File: src/rtl/lcd_hd44780_pkg.sv
// Shared constants for the HD44780 responder model: opcodes, DDRAM layout and FSM encodings.
package lcd_hd44780_pkg;

  localparam logic [7:0] CG_SPACE   = 8'h20;
  localparam logic [6:0] LINE1_BASE = 7'h00;
  localparam logic [6:0] LINE2_BASE = 7'h40;
  localparam logic [6:0] LINE_LEN   = 7'd16;

  // Opcode / mask pairs; a byte matches when (byte & mask) == opcode
  localparam logic [7:0] CMD_DDRAM   = 8'h80;
  localparam logic [7:0] CMD_DDRAM_M = 8'h80;
  localparam logic [7:0] CMD_CGRAM   = 8'h40;
  localparam logic [7:0] CMD_CGRAM_M = 8'hC0;
  localparam logic [7:0] CMD_FUNC    = 8'h20;
  localparam logic [7:0] CMD_FUNC_M  = 8'hE0;
  localparam logic [7:0] CMD_SHIFT   = 8'h10;
  localparam logic [7:0] CMD_SHIFT_M = 8'hF0;
  localparam logic [7:0] CMD_DISP    = 8'h08;
  localparam logic [7:0] CMD_DISP_M  = 8'hF8;
  localparam logic [7:0] CMD_ENTRY   = 8'h04;
  localparam logic [7:0] CMD_ENTRY_M = 8'hFC;
  localparam logic [7:0] CMD_HOME    = 8'h02;
  localparam logic [7:0] CMD_HOME_M  = 8'hFE;
  localparam logic [7:0] CMD_CLEAR   = 8'h01;
  localparam logic [7:0] CMD_CLEAR_M = 8'hFF;

  localparam logic [1:0] S_FILL = 2'd0;
  localparam logic [1:0] S_IDLE = 2'd1;
  localparam logic [1:0] S_BUSY = 2'd2;

  function automatic logic is_cmd(input logic [7:0] d, input logic [7:0] op,
                                  input logic [7:0] mask);
    return (d & mask) == op;
  endfunction

endpackage

File: src/rtl/lcd_ddram_buf.sv
// 32x8 DDRAM shadow: one synchronous write port and one registered read port.
module lcd_ddram_buf
  import lcd_hd44780_pkg::*;
(
  input  logic       clk,
  input  logic       reset,
  input  logic       we,
  input  logic [4:0] waddr,
  input  logic [7:0] wdata,
  input  logic [4:0] raddr,
  output logic [7:0] rdata
);

  logic [7:0] mem [32];

  always_ff @(posedge clk) begin
    if (we) mem[waddr] <= wdata;
  end

  always_ff @(posedge clk or posedge reset) begin
    if (reset) rdata <= CG_SPACE;
    else       rdata <= mem[raddr];
  end

endmodule

File: src/rtl/lcd_hd44780_rx.sv
// HD44780 8-bit write-bus responder: synchronises the bus, decodes instructions and
// keeps a 2x16 DDRAM shadow with address counter, entry mode and display-on state.
module lcd_hd44780_rx
  import lcd_hd44780_pkg::*;
#(
  parameter int unsigned BUSY_SHORT = 4000,
  parameter int unsigned BUSY_LONG  = 164000
) (
  input  logic       clk,
  input  logic       reset,
  input  logic       lcd_e,
  input  logic       lcd_rs,
  input  logic       lcd_rw,
  input  logic [7:0] lcd_data,
  input  logic [4:0] rd_addr,
  output logic [7:0] rd_char,
  output logic       busy,
  output logic       disp_on,
  output logic [6:0] addr_cnt,
  output logic       err_busy,
  output logic       err_read
);

  localparam int CNT_W = $clog2(BUSY_LONG + 1);

  logic             e_q1, e_q2, e_q3;
  logic             rs_q1, rs_q2, rw_q1, rw_q2;
  logic [7:0]       data_q1, data_q2;
  logic             xfer;
  logic [1:0]       state;
  logic [4:0]       fill_idx;
  logic [CNT_W-1:0] cnt;
  logic             inc;
  logic             we;
  logic [4:0]       waddr;
  logic [7:0]       wdata;

  function automatic logic [6:0] ac_step(input logic [6:0] ac, input logic up);
    if (up) begin
      if (ac == LINE1_BASE + 7'h27) return LINE2_BASE;
      if (ac == LINE2_BASE + 7'h27) return LINE1_BASE;
      return ac + 7'd1;
    end
    if (ac == LINE1_BASE) return LINE2_BASE + 7'h27;
    if (ac == LINE2_BASE) return LINE1_BASE + 7'h27;
    return ac - 7'd1;
  endfunction

  // Addresses past column 0x27 of either line do not exist and collapse to 0
  function automatic logic [6:0] ddram_target(input logic [6:0] a);
    return (a[5] && (a[4] || a[3])) ? 7'h00 : a;
  endfunction

  function automatic logic ac_visible(input logic [6:0] ac);
    return ((ac - LINE1_BASE) < LINE_LEN) || ((ac - LINE2_BASE) < LINE_LEN);
  endfunction

  // Bus synchroniser: all bus signals share the same depth so they stay aligned with E
  always_ff @(posedge clk or posedge reset) begin
    if (reset) begin
      {e_q1, e_q2, e_q3}   <= 3'b000;
      {rs_q1, rs_q2}       <= 2'b00;
      {rw_q1, rw_q2}       <= 2'b00;
      {data_q1, data_q2}   <= 16'h0000;
    end else begin
      {e_q1, e_q2, e_q3}   <= {lcd_e, e_q1, e_q2};
      {rs_q1, rs_q2}       <= {lcd_rs, rs_q1};
      {rw_q1, rw_q2}       <= {lcd_rw, rw_q1};
      {data_q1, data_q2}   <= {lcd_data, data_q1};
    end
  end

  assign xfer = !e_q2 && e_q3;
  assign busy = (state != S_IDLE);

  always_comb begin
    we    = 1'b0;
    waddr = fill_idx;
    wdata = CG_SPACE;
    if (state == S_FILL) begin
      we = 1'b1;
    end else if (state == S_IDLE && xfer && !rw_q2 && rs_q2 && ac_visible(addr_cnt)) begin
      we    = 1'b1;
      waddr = {addr_cnt[6], addr_cnt[3:0]};
      wdata = data_q2;
    end
  end

  // Entry-mode S (display shift) has no effect on the shadow, so only I/D is kept
  always_ff @(posedge clk or posedge reset) begin
    if (reset) begin
      state    <= S_FILL;
      fill_idx <= 5'd0;
      cnt      <= '0;
      addr_cnt <= 7'h00;
      inc      <= 1'b1;
      disp_on  <= 1'b0;
      err_busy <= 1'b0;
      err_read <= 1'b0;
    end else begin
      if (xfer && state != S_IDLE) begin
        err_busy <= 1'b1;
        if (rw_q2) err_read <= 1'b1;
      end
      case (state)
        S_FILL: begin
          fill_idx <= fill_idx + 5'd1;
          if (fill_idx == 5'd31) state <= S_BUSY;
        end
        S_BUSY: begin
          if (cnt == '0) state <= S_IDLE;
          else           cnt   <= cnt - 1'b1;
        end
        S_IDLE: begin
          if (xfer && rw_q2) begin
            err_read <= 1'b1;
          end else if (xfer) begin
            state <= S_BUSY;
            cnt   <= CNT_W'(BUSY_SHORT);
            if (rs_q2) begin
              addr_cnt <= ac_step(addr_cnt, inc);
            end else if (is_cmd(data_q2, CMD_DDRAM, CMD_DDRAM_M)) begin
              addr_cnt <= ddram_target(data_q2[6:0]);
            end else if (is_cmd(data_q2, CMD_SHIFT, CMD_SHIFT_M)) begin
              if (!data_q2[3]) addr_cnt <= ac_step(addr_cnt, data_q2[2]);
            end else if (is_cmd(data_q2, CMD_DISP, CMD_DISP_M)) begin
              disp_on <= data_q2[2];
            end else if (is_cmd(data_q2, CMD_ENTRY, CMD_ENTRY_M)) begin
              inc <= data_q2[1];
            end else if (is_cmd(data_q2, CMD_HOME, CMD_HOME_M)) begin
              addr_cnt <= LINE1_BASE;
              cnt      <= CNT_W'(BUSY_LONG);
            end else if (is_cmd(data_q2, CMD_CLEAR, CMD_CLEAR_M)) begin
              state    <= S_FILL;
              fill_idx <= 5'd0;
              addr_cnt <= LINE1_BASE;
              inc      <= 1'b1;
              cnt      <= CNT_W'(BUSY_LONG);
            end
          end
        end
        default: state <= S_FILL;
      endcase
    end
  end

  lcd_ddram_buf u_buf (
    .clk   (clk),
    .reset (reset),
    .we    (we),
    .waddr (waddr),
    .wdata (wdata),
    .raddr (rd_addr),
    .rdata (rd_char)
  );

endmodule

File: config.mk
export PLATFORM = sky130hd
export DESIGN_NAME = lcd_hd44780_rx
export DESIGN_NICKNAME = d
export VERILOG_FILES = /design/src/rtl/lcd_hd44780_pkg.sv /design/src/rtl/lcd_ddram_buf.sv /design/src/rtl/lcd_hd44780_rx.sv
export SDC_FILE = /design/constraint.sdc
export NUM_CORES = 1
export LEC_CHECK = 0
export CAP_MARGIN = 40
export CORE_UTILIZATION = 60
export CTS_BUF_LIST = sky130_fd_sc_hd__clkbuf_8
export DETAILED_ROUTE_END_ITERATION = 8
export PLACE_DENSITY = 0.83
export SYNTH_ARGS = -nofsm -noshare
export SYNTH_HDL_FRONTEND = slang
export SYNTH_SLANG_ARGS = --single-unit
export TNS_END_PERCENT = 1
File: constraint.sdc
create_clock -name clk -period 7.01 [get_ports clk]
set_input_delay 0.701 -clock clk [delete_from_list [all_inputs] [get_ports clk]]
set_output_delay 0.701 -clock clk [all_outputs]
set_load 0.005 [all_outputs]
After elaboration in Yosys (flattened, before gate mapping)
Memories as Yosys holds them, arrays and structs flattened. A register that Yosys moved wholly into a read port is not among the register bits.
Index checks and enable logic that the tools add are counted.
Widths: inputs -> output; s select.

word-level totals
  output and inout port bits = 19
  bits of input ports = 18
  register bits after elaboration = 59
  memories = 1
  logic and storage cells = 231
  RAM bits = 256

cells by class
  $lt $le $gt $ge = 2
  bitwise logic cells = 5
  mux-type cells = 148
  eq/ne operators = 28
  add/sub/neg operators = 5
  reduce and logical (&&, ||, !) cells = 25

memories
  name       depth  bits a word  read ports  clocked after memory_dff  write ports  line                 RTL
  u_buf.mem  32     8            1           1                         1            lcd_ddram_buf.sv:14  logic [7:0] mem [32];

operators with widths
  cell                   number
  $mux 7                 27
  $mux 18                10
  $mux 1                 84
  $mux 5                 11
  $pmux 18 s2            1
  $mux 2                 11
  $ne 2x2->1 const B     11
  $logic_not 18->1       1
  $sub 18x1->18 const B  1
  $mux 8                 2
  $eq 7x7->1 const B     2
  $lt 7x5->1 const B     2
  $reduce_and 7->1       2
  $ne 4x4->1 const B     3
  $pmux 5 s2             1
  $reduce_and 10->1      1
  $reduce_and 9->1       1
  $eq 8x1->1 const B     1
  $logic_and 1x1->1      8
  $reduce_and 4->1       2
  $add 7x1->7 const B    1
  $eq 7x1->1 const B     1
  $eq 7x6->1 const B     1
  $logic_not 7->1        1
  17 further kinds       27

Depth between registers and ports, before layout
  depth after elaboration = 32
  gate-level depth with buffers = 8
  gate-level depth less buffers = 7

By module
A second synthesis with hierarchy kept.

second synthesis, totals
  cell total of the unflattened synthesis = 764
  area total of the unflattened synthesis = 13387.8 um2

modules (own cells, without submodules)
  module          area an instance (um2)  sequential area each (um2)  instances  cells each
  lcd_ddram_buf   10097.2                 7888.8                      1          419
  lcd_hd44780_rx  3290.7                  1477.7                      1          345

Least setup slack after synthesis
Ideal clock, no wire load.

  kind = input to register
  from = in rd_addr[1]
  to = reg u_buf.rdata[0], read port of u_buf.mem
  stages on the path = 5
  path buffers = 2
  data arrival time = 2.384 ns
  setup time = 0.125 ns
  slack = 4.501 ns
  data required time = 6.885 ns
  cell sequence = clkbuf_1 clkbuf_1 mux4_2 mux4_2 mux2_2

RTL lines
  item                line                  RTL
  start: declaration  lcd_hd44780_rx.sv:15  input logic [4:0] rd_addr,
  end: declaration    lcd_ddram_buf.sv:11   output logic [7:0] rdata

Worst setup path after layout
  from = reg state[0]
  to = out busy

on the way
  longest elaborated chain between the ends = 1

RTL lines
  item                      line                   RTL
  start: declaration        lcd_hd44780_rx.sv:30   logic [1:0] state;
  start signal: assignment  lcd_hd44780_rx.sv:92   state <= S_FILL;
  start signal: assignment  lcd_hd44780_rx.sv:108  if (fill_idx == 5'd31) state <= S_BUSY;
  start signal: assignment  lcd_hd44780_rx.sv:111  if (cnt == '0) state <= S_IDLE;
  $ne 2x1->1                lcd_hd44780_rx.sv:74   assign busy = (state != S_IDLE);
  end: declaration          lcd_hd44780_rx.sv:17   output logic busy,

No other way between the ends.

==> impl_metrics.tcl <==
set metrics [dict create \
    status "finished clean" \
    powerDensity_mw_per_mm2 312 \
    root_buffer "clkbuf_8" \
    core_area_mm2 0.0218 \
    cpLargestDelayFamily "buffers and inverters" \
    pwr-share-clk_pct 29.9 \
    worstSetupPathType "flop to output pin" \
    skew_ps 29.9 \
    ant_nets 0 \
    synth_fp_nets 790 \
    die_x_um 151 \
    fp.dieH_um 151 \
    ctsLongestPathBuffers 3 \
    cp-startpoint "state[0]" \
    finalCriticalPeriod_ps 3490 \
    hold_path.startpoint "data_q1[2]" \
    gp_congestion 0.909 \
    via_count 7810 \
    placed_cell_area_mm2 0.0142 \
    ctsResizeCount 0 \
    cts_max_level 2 \
    cp_data_required_time_ps 6310 \
    p_sw_share_pct 28.6 \
    ioPinCount 37 \
    p_seq_share_pct 52.7 \
    finalInstanceArea_mm2 0.0152 \
    synth-edff-count 256 \
    ys_types 70 \
    area_growth_pct 13.3 \
    start_kind "flop" \
    ys_warn_count 0 \
    synth_area_mm2 0.0134 \
    grt_pass1_wl_um 45300 \
    grt_overflow 0 \
    drt_iter0_drc 1042 \
    max_freq_mhz 287 \
    p_sw_mw 1.35 \
    relSlewSlack_pct 34.7 \
    cts_tree "yes" \
    post-cts-setup-buffers 0 \
    cts_sinks 323 \
    clk_latency_ps 580 \
    start_util_pct 61.4 \
    tightest_slew_ps 976 \
    peakVddDrop_mv 0.256 \
    syn_avg_cell_area_um2 17.5 \
    rsz0062_at_grt "false" \
    async_flop_share_pct 20.7 \
    grt.total_usage_pct 27.6 \
    antenna_found_initial 0 \
    crit_arrival_ps 2790 \
    final_nets 873 \
    die_area_mm2 0.0229 \
    min_path_type "flop to flop" \
    clkSlewWorstSetupHoldPaths_ps 60 \
    drc 0 \
    intPower_mw 3.38 \
    worst-path-buf-inv 2 \
    cap_violations 0 \
    r2r-start "state[0]" \
    drive_gt1_share_pct 23.6 \
    max_stage_delay_ps 670 \
    antenna_cells 0 \
    holdBufCountCts 0 \
    fin_crit_sh_pct 49.7 \
    fin_setup_tns_ps 0 \
    dp_hpwl_um 20300 \
    fp-row-count 54 \
    seq_area_frac_synth_pct 69.9 \
    ys_seq_elements 323 \
    slowest_stage "nor2b_1" \
    grt_max_degree 65 \
    drt_wl_total_um 30300 \
    grt_pass1_vias 7711 \
    finalHoldViolations 0 \
    leakage_nw 4.79 \
    portBuffers 36 \
    syn_inst 765 \
    wire_per_inst_um 26.0 \
    setup_viol 0 \
    ys.flop_type "edfxtp_1" \
    cp_cell_sequence "nor2b_1 > clkinv_1 > clkdlybuf4s50_1" \
    combPwrFrac_pct 17.4 \
    drt_first_pass_iters 6 \
    cts-buffers-inserted 48 \
    slew_violations 0 \
    end_kind "output pin" \
    worstPathMaxFanout 11 \
    viasPerCell 6.70 \
    reg2reg_slack_ps 3530 \
]
## final timing paths
kind                               endpoint  cells after the start
min in group asynchronous            cnt[6]                      3
min                              data_q2[2]                      0
max                                    busy                      3
max in group asynchronous               inc                      4
max reg2reg                u_buf.mem[14][6]                      6
min reg2reg                      data_q2[2]                      0
## cell families (layout without fill, tap and decap cells)
| family | after synthesis | after routing | synth area share, % |
|---|---|---|---|
| xor gates and xnor gates | 7 | 7 | 0.458 |
| AOI/OAI and AO/OA | 107 | 107 | 5.48 |
| DFF | 323 | 323 | 69.9 |
| and+or+nand+nor | 172 | 172 | 6.93 |
| adders and majority gates | 7 | 7 | 0.654 |
| muxes | 93 | 93 | 14.5 |
| buffers and inverters | 56 | 177 | 2.03 |
## flip-flops by register name, indices dropped and copies added (netlist names), 2 cells and up
register     flops
addr_cnt         7
data_q1          8
u_buf.mem      256
state            2
cnt             18
data_q2          8
fill_idx         5
u_buf.rdata      8
## cells in the mapped netlist (3+ instances only)
cell type  number  share of area, %
edfxtp_1      256                57
mux4_2         80                13
dfrtp_1        65                12
nor2_1         59               1.7
nand2_1        24              0.67
a21oi_1        23              0.86
o21ai_0        19              0.71
clkbuf_1       17              0.48
inv_1          12              0.34
nand3_1        12              0.45
a31oi_1        11              0.51
nor3b_1         9              0.50
nor4_1          9              0.42
buf_1           8              0.22
buf_4           8              0.45
mux2_2          8              0.67
nor3_1          8              0.30
a32oi_1         7              0.46
and2_1          7              0.33
buf_2           7              0.26
ha_1            7              0.65
nor2b_1         7              0.33
and3_1          6              0.28
xnor2_1         6              0.39
a22o_1          5              0.33
a22oi_1         5              0.28
mux2i_1         5              0.37
o22ai_1         5              0.23
a21o_1          4              0.22
nor4b_1         4              0.26
buf_6           3              0.25
nand2b_1        3              0.14
nand4_1         3              0.14
o31ai_1         3              0.17
or3_1           3              0.14
## cell usage in the layout, fill, tap and decap left out, drive strengths merged, types with 3 or more instances in the layout
cell type / instances
clkbuf: 52
nor3b: 9
a21oi: 24
nor4b: 4
a31oi: 11
dfrtp: 65
and3: 6
a32oi: 7
nand4: 3
nor2b: 7
o21ai: 19
and2: 7
a22o: 6
nand2: 24
or3: 5
mux4: 80
edfxtp: 256
nand2b: 3
xnor2: 6
or4: 3
nor2: 59
o22ai: 5
a22oi: 5
buf: 42
ha: 7
o31ai: 3
nand3: 12
a21o: 5
nor3: 10
clkdlybuf4s50: 34
mux2i: 5
inv: 36
clkinv: 12
nor4: 11
mux2: 8
## metrics by stage
step / setup WS [ps] / power (mW) / utilization, % / hold slack [ps] / std cells
2_1_floorplan: 4500 / 3.04 / - / 331 / 765
3_3_place_gp: 3550 / 3.24 / 63.7 / 332 / 1043
3_5_place_dp: 3490 / 3.33 / 65.3 / 335 / 1074
4_1_cts: 3510 / 4.74 / 69.4 / 348 / 1162
5_1_grt: 3320 / 4.92 / 69.5 / 355 / 1166
6_report: 3520 / 4.74 / 69.5 / 347 / 1166
## layer usage
layer / wire length [um] / GRT usage [%] / up-vias
met2: 14900 / 44.7 / 535
met4: 749 / 8.85 / 0
li1: - / - / 3251
met1: 11400 / 38.2 / 3950
met3: 3260 / 5.09 / 74
met5: 0 / 0 / -
## final cells by class
cell class / count / area, um^2
clock buffers: 52 / 716
clock inverters: 36 / 183
fillers: 1271 / 6650
inverters: 13 / 48.8
multi-input cells: 386 / 3750
flip-flops and latches: 323 / 9370
well taps: 280 / 350
repair buffers: 76 / 756
## power groups by stage
stage	sequential (mW)	clock [mW]	combinational, mW
2_1_floorplan	2.43	0	0.602
6_report	2.50	1.42	0.826
5_1_grt	2.52	1.52	0.878
3_5_place_dp	2.53	0	0.804
3_3_place_gp	2.50	0	0.734
4_1_cts	2.49	1.44	0.810
## worst register-to-register path, delay by kind of cell (launching register included)
family	cells	cell delay, ps
compound gates	1	580
buf+inv	1	270
flops	1	530
simple gates	4	1880
(Power assumes the default switching activity.)
